[config.mk]
export PLATFORM = sky130hd
export DESIGN_NAME = i2c_slave_read_byte
export DESIGN_NICKNAME = d
export VERILOG_FILES = /design/src/rtl/i2c_pkg.sv /design/src/rtl/i2c_bus_monitor.sv /design/src/rtl/i2c_slave_read_byte.sv
export SDC_FILE = /design/constraint.sdc
export NUM_CORES = 1
export LEC_CHECK = 0
export ABC_AREA = 1
export CAP_MARGIN = 40
export CORE_MARGIN = 5
export CORE_UTILIZATION = 54
export DETAILED_ROUTE_END_ITERATION = 8
export PLACE_DENSITY_LB_ADDON = 0.2
export SLEW_MARGIN = 10
export SYNTH_ARGS = -nofsm -noshare
export SYNTH_HDL_FRONTEND = slang
export SYNTH_HIERARCHICAL = 1
export SYNTH_SLANG_ARGS = --single-unit
[constraint.sdc]
create_clock -name clock -period 2.2 [get_ports clock]
set_input_delay 0.55 -clock clock [delete_from_list [all_inputs] [get_ports clock]]
set_output_delay 0.55 -clock clock [all_outputs]
set_load 0.05 [all_outputs]
[src/rtl/i2c_pkg.sv]
// rtl/i2c_pkg.sv - shared I2C constants, state encodings and helpers
package i2c_pkg;

    localparam int BITS_PER_BYTE = 8;
    localparam int BIT_CNT_W     = 3;

    // Byte receiver states; shared so other I2C slave blocks decode identically.
    typedef enum logic [1:0] {
        ST_IDLE     = 2'd0,
        ST_RECEIVE  = 2'd1,
        ST_ACK      = 2'd2,
        ST_ACK_HOLD = 2'd3
    } rx_state_e;

    // MSB-first reception: each new bit enters at bit 0.
    function automatic logic [BITS_PER_BYTE-1:0] shift_in_lsb(
        input logic [BITS_PER_BYTE-1:0] sr,
        input logic                     b
    );
        return {sr[BITS_PER_BYTE-2:0], b};
    endfunction

endpackage

[src/rtl/i2c_bus_monitor.sv]
// rtl/i2c_bus_monitor.sv - scl edge and START/STOP condition detector
module i2c_bus_monitor (
    input  logic clock,
    input  logic reset_n,
    input  logic scl,
    input  logic sda_in,
    output logic scl_rise,
    output logic scl_fall,
    output logic start,
    output logic stop
);

    logic scl_q;
    logic sda_q;

    // One-clock history of the bus lines; idle bus level is high.
    always_ff @(posedge clock or negedge reset_n) begin
        if (!reset_n) begin
            scl_q <= 1'b1;
            sda_q <= 1'b1;
        end else begin
            scl_q <= scl;
            sda_q <= sda_in;
        end
    end

    // START/STOP are sda transitions while scl stays high across both samples.
    always_comb begin
        scl_rise = !scl_q & scl;
        scl_fall = scl_q & !scl;
        start    = scl & scl_q & sda_q & !sda_in;
        stop     = scl & scl_q & !sda_q & sda_in;
    end

endmodule

[src/rtl/i2c_slave_read_byte.sv]
// rtl/i2c_slave_read_byte.sv - I2C slave single-byte receiver with ACK/NACK
module i2c_slave_read_byte
    import i2c_pkg::*;
(
    input  logic       clock,
    input  logic       reset_n,
    input  logic       enable,
    input  logic       ack_enable,
    input  logic       scl,
    input  logic       sda_in,
    output logic       sda_out,
    output logic [7:0] data,
    output logic       finish,
    output logic       error
);

    logic scl_rise;
    logic scl_fall;
    logic start;
    logic stop;

    i2c_bus_monitor u_bus_monitor (
        .clock    (clock),
        .reset_n  (reset_n),
        .scl      (scl),
        .sda_in   (sda_in),
        .scl_rise (scl_rise),
        .scl_fall (scl_fall),
        .start    (start),
        .stop     (stop)
    );

    rx_state_e                state;
    rx_state_e                state_n;
    logic [BIT_CNT_W-1:0]     bit_cnt;
    logic [BIT_CNT_W-1:0]     bit_cnt_n;
    logic                     byte_full;
    logic                     byte_full_n;
    logic [BITS_PER_BYTE-1:0] shift_reg;
    logic [BITS_PER_BYTE-1:0] shift_reg_n;
    logic                     ack_latched;
    logic                     ack_latched_n;
    logic [BITS_PER_BYTE-1:0] data_n;
    logic                     sda_out_n;
    logic                     finish_n;
    logic                     error_n;
    logic                     bus_cond;
    logic                     accept_en;

    // State register.
    always_ff @(posedge clock or negedge reset_n) begin
        if (!reset_n) begin
            state <= ST_IDLE;
        end else begin
            state <= state_n;
        end
    end

    // Datapath and registered outputs; reset releases sda immediately.
    always_ff @(posedge clock or negedge reset_n) begin
        if (!reset_n) begin
            bit_cnt     <= '0;
            byte_full   <= 1'b0;
            shift_reg   <= '0;
            ack_latched <= 1'b0;
            data        <= '0;
            sda_out     <= 1'b1;
            finish      <= 1'b0;
            error       <= 1'b0;
        end else begin
            bit_cnt     <= bit_cnt_n;
            byte_full   <= byte_full_n;
            shift_reg   <= shift_reg_n;
            ack_latched <= ack_latched_n;
            data        <= data_n;
            sda_out     <= sda_out_n;
            finish      <= finish_n;
            error       <= error_n;
        end
    end

    // Next-state and next-output logic; bus START/STOP mid-byte aborts first,
    // which also guarantees finish and error are never raised together.
    always_comb begin
        state_n       = state;
        bit_cnt_n     = bit_cnt;
        byte_full_n   = byte_full;
        shift_reg_n   = shift_reg;
        ack_latched_n = ack_latched;
        data_n        = data;
        sda_out_n     = sda_out;
        finish_n      = 1'b0;
        error_n       = 1'b0;
        bus_cond      = start | stop;
        accept_en     = enable & !scl;

        case (state)
            ST_IDLE: begin
                sda_out_n = 1'b1;
                if (accept_en) begin
                    state_n       = ST_RECEIVE;
                    bit_cnt_n     = '0;
                    byte_full_n   = 1'b0;
                    shift_reg_n   = '0;
                    ack_latched_n = ack_enable;
                end
            end

            ST_RECEIVE: begin
                if (bus_cond) begin
                    error_n   = 1'b1;
                    sda_out_n = 1'b1;
                    state_n   = ST_IDLE;
                end else if (scl_rise && !byte_full) begin
                    shift_reg_n = shift_in_lsb(shift_reg, sda_in);
                    bit_cnt_n   = bit_cnt + 1'b1;
                    if (bit_cnt == BIT_CNT_W'(BITS_PER_BYTE - 1)) begin
                        byte_full_n = 1'b1;
                    end
                end else if (scl_fall && byte_full) begin
                    data_n    = shift_reg;
                    sda_out_n = !ack_latched;
                    state_n   = ST_ACK;
                end
            end

            ST_ACK: begin
                if (bus_cond) begin
                    error_n   = 1'b1;
                    sda_out_n = 1'b1;
                    state_n   = ST_IDLE;
                end else if (scl_rise) begin
                    finish_n = 1'b1;
                    state_n  = ST_ACK_HOLD;
                end
            end

            ST_ACK_HOLD: begin
                if (bus_cond) begin
                    error_n   = 1'b1;
                    sda_out_n = 1'b1;
                    state_n   = ST_IDLE;
                end else if (scl_fall) begin
                    sda_out_n = 1'b1;
                    state_n   = ST_IDLE;
                    // Back-to-back byte: accept the next start on this same fall.
                    if (accept_en) begin
                        state_n       = ST_RECEIVE;
                        bit_cnt_n     = '0;
                        byte_full_n   = 1'b0;
                        shift_reg_n   = '0;
                        ack_latched_n = ack_enable;
                    end
                end
            end

            default: begin
                sda_out_n = 1'b1;
                state_n   = ST_IDLE;
            end
        endcase
    end

endmodule
# Word level (Yosys, flattened, before mapping)
# Index checks and enable logic that the tools add are counted.
# op_classes
addsub	1
eq_ne	15
n_mux	45
n_bitwise	11
reduce_logical	18
# op_table
op	n
8-bit two-way mux	5
8-bit case mux with 3 select lines	1
1-bit two-way mux	21
2-bit two-way mux	8
3-bit two-way mux	5
2-bit != test, second input constant	7
3-bit != test, second input constant	4
5-bit AND reduction	2
3-bit case mux with 3 select lines	1
1-bit AND	8
2-bit case mux with 4 select lines	1
4-bit AND reduction	2
1-bit logical NOT	6
6-bit AND reduction	1
2-bit equality test, second input constant	2
1-bit case mux with 4 select lines	1
3-bit by 1-bit adder with 3-bit output, second input constant	1
3-bit equality test, second input constant	1
1-bit case mux with 3 select lines	1
3-bit AND reduction	1
3-bit nonzero test	1
3-bit OR reduction	1
2-bit by 1-bit equality test with 1-bit output, second input constant	1
1-bit logical AND	2
other kinds (5)	6
# totals
ff_bits	28
input_bits	6
out_inout_bits	11
elab_cells	101

# Logic depth before layout (Yosys ltp)
# depth
depth_word	7
ltp_mapped	10

# Hierarchy
# Netlist, hierarchy kept.
# by_module_without_submodules
mod	instances	cells_each	area_per_inst_um2	seq_area_each_um2
i2c_slave_read_byte	1	164	1313.8	651.9
i2c_bus_monitor	1	13	93.8	52.6

# Worst setup path after synthesis
# No wires, ideal clock.
# synth_path
path_type	input to register
from	in scl
to	reg shift_reg[2]
setup_time_ns	0.121
t_arrival_ns	1.483
slack_ns	0.596
cell_stages	9
n_path_buf	1
path_cell_list	nand2_1 -> nor2_1 -> nor2_4 -> nand2_2 -> a21oi_4 -> nand2_4 -> buf_6 -> nand2_1 -> o21ai_1
# synth_via
elab_chain_cells	6
elab_cells_between_ends	20
# synth_rtl
item	line_no	rtl
from (decl)	i2c_slave_read_byte.sv:9	input logic scl,
1-bit AND (*) (3 in a row)	i2c_bus_monitor.sv:32	stop = scl & scl_q & !sda_q & sda_in;
net stop	i2c_slave_read_byte.sv:20	logic stop;
1-bit bitwise OR (*)	i2c_slave_read_byte.sv:94	bus_cond = start | stop;
2-bit != test (no line)	--	
5-bit AND reduction (no line) (*)	--	
to (signal assigned)	i2c_slave_read_byte.sv:73	shift_reg <= shift_reg_n;
to (decl)	i2c_slave_read_byte.sv:39	logic [BITS_PER_BYTE-1:0] shift_reg;
# The timed path passes the listed nets; every way through them passes the cells marked *. The select of a mux whose other input is x is not followed.
# A chain may end at the register's enable or synchronous reset.

# Worst setup path in the final report
# layout_path
from	reg data[2]
to	out data[2]
# layout_rtl
item	line_no	rtl
from (decl)	i2c_slave_read_byte.sv:12	output logic [7:0] data,
from (signal assigned)	i2c_slave_read_byte.sv:75	data <= data_n;
# No word-level cell between the ends.

==> out/results.ini <==
[status]
outcome = complete, no violations

[sta]
rsz0062_at_grt = false
fin_skew_ns = 0.006326
fin_setup_tns_ns = 0
fin_ws_ns = 0.1076
drv_slew = 0
finalCriticalPeriod_ns = 2.092
relSlewSlack_pct = 65.56
finalCritPeriodShare_pct = 95.11
hold_viol = 0
tightestPinTransition_ns = 0.5150
fmax_ghz = 0.4779
setup-violations-final = 0
fin_worst_hold_slack_ns = 0.4820

[clock_tree]
cts_setup_buffers = 0
ctsHtreeMaxLevel = 1
cts_resized = 0
clkTransAtPathRegs_ns = 0.16
clk_path_buf_depth = 2
cts_sinks = 28
clk_latency_ns = 0.34
clock-root-buffer = clkbuf_4
numCtsBuffers = 3
tritoncts = done
cts_hold_buf = 0

[placement]
placed_area_sq_um = 1613
dpl.hpwl_microns = 2060
dp_slack_ns = 0.02501
dpl.cell_count = 225
gp_congestion = 0.9331
port_buffers = 16

[setup_path]
r2r_slack_ns = 0.54
cp.depth = 1
crit_slowest_cell = clkdlybuf4s50_1
crit_chain = clkdlybuf4s50_1
reg2reg_depth = 8
critPathLaunchType = flop
r2r_start = u_bus_monitor/scl_q$_DFF_PN1_
worstReg2RegEnd = data[1]$_DFFE_PN0P_
critical_path.max_fanout = 2
cp_data_arrival_time_ns = 1.54
crit_type = flop to output port
worstSetupStartpoint = data[2]$_DFFE_PN0P_
cp-end-kind = output port
critPathBufInv = 1
crit_family = buffers and inverters
cpPeakStageDelay_ns = 0.82
worst_ep_required_time_ns = 1.65

[routing]
wl_microns = 2838
firstDrtPassIters = 4
antenna_left = 0
drc_errors = 0
drt_iter0_drc = 53
vias_per_cell = 5.231
num_vias = 1198
wl_per_cell_microns = 12.39

[floorplan]
dieWidth_microns = 61.06
start_util_pct = 56.82
boundaryPins = 17
dieArea_sq_um = 3728
rows = 18
core_area_sq_um = 2477
die_h_microns = 61.06

[worst_hold_path]
hp-start = sda_out$_DFFE_PN1P_
holdCritPathClass = flop to flop
worst_hold_path.endpoint = sda_out$_DFFE_PN1P_
hold_depth = 2

[grt]
antenna_found_initial = 0
grt_start_max_net_pins = 29
grt_pass1_vias = 1192
grt_use_total_pct = 18.50
grt_pass1_wl_microns = 5133
grt.overflow.total = 0

[finish]
finalInstanceArea_sq_um = 1665
final_common_cell = nand2_1
final_nets = 208
final_cell_mix = nand2_1, dfrtp_1, inv_1, nor2_1, nand3_1
areaGrowthSynthToFinish_pct = 18.31
diodes = 0
post-route-util_pct = 67.22
seqCellArea_sq_um = 704.4
final_cells = 229
multiInputGateArea_sq_um = 581.8
drive_above_1_share_pct = 15.08
fillerInstances = 209

[synthesis]
synth_cell_types = 25
yosys_warnings = 6
synth_seq_cells = 28
syn_nets = 185
synth_cells = 177
avgSynthCellArea_sq_um = 7.953
synth.cell_area_sq_um = 1408
yosysSeqAreaShare_pct = 50.04

[power]
power.total_mw = 1.731
p_leak_nw = 0.8726
ir_drop_uv = 780.2
p_per_area_nw_per_um2 = 1040

[run]
max_cap_viol_count = 0

==> worst max-delay path by stage <==
stage,end,slack (ns)
floorplan,shift_reg[2]$_DFFE_PN0P_,0.60
global placement,data[0]$_DFFE_PN0P_,0.09
detailed placement,data[1]$_DFFE_PN0P_,0.03
CTS,data[2],0.08
global route,data[2],0.03
finish,data[2],0.11
==> cells in the mapped netlist (all sizes together) <==
cell type	n	area, sq um
nand4	1	6.260
nand2	65	254.0
nand3	17	90.09
dfrtp	25	625.6
o21ai	13	83.83
nand3b	1	7.510
a21oi	3	26.28
ha	2	25.02
dfstp	3	78.83
buf	4	35.03
nor2	18	77.58
inv	23	86.33
nor3	1	5.000
or2	1	6.260
==> metal layers <==
metal  track usage [%]  up-vias  routed length (microns)
met5                 0        -                        0
met4             8.669        0                       83
met3             3.145       11                      139
met2             30.36       31                     1383
met1             23.77      563                     1232
li1                  -      593                        -
==> report_power, final <==
part,internal (mW),leakage (nW),switching (mW)
Combinational,0.245,0.471,0.459
Sequential,0.607,0.374,0.0781
Clock,0.184,0.0279,0.158
==> worst register-to-register path, cell delays in order (launching register included) <==
cell and delay (ns):
dfstp_2 0.58, nand2_1 0.07, nor2_1 0.22, nor2_4 0.11
nand2_1 0.11, inv_2 0.04, nand2_1 0.27, nand2_1 0.08
o21ai_1 0.09
==> layout make-up <==
class                      count  area share [%]
sequential                    28           42.30
multi-input combinational    122           34.94
timing repair buffer          22           12.17
inverter                      23           5.184
tap                           30           2.254
clock inverter                 1           1.803
clock buffer                   3           1.352
==> logic make-up after synthesis <==
group	after synthesis	share of synthesized area, %
AO/OA/AOI/OAI	16	7.823
adder cells (fa/ha/maj)	2	1.777
AND/OR/NAND/NOR	104	31.73
buffers and inverters	27	8.622
flip-flops	28	50.04
Power figures use the tool's default switching activity.
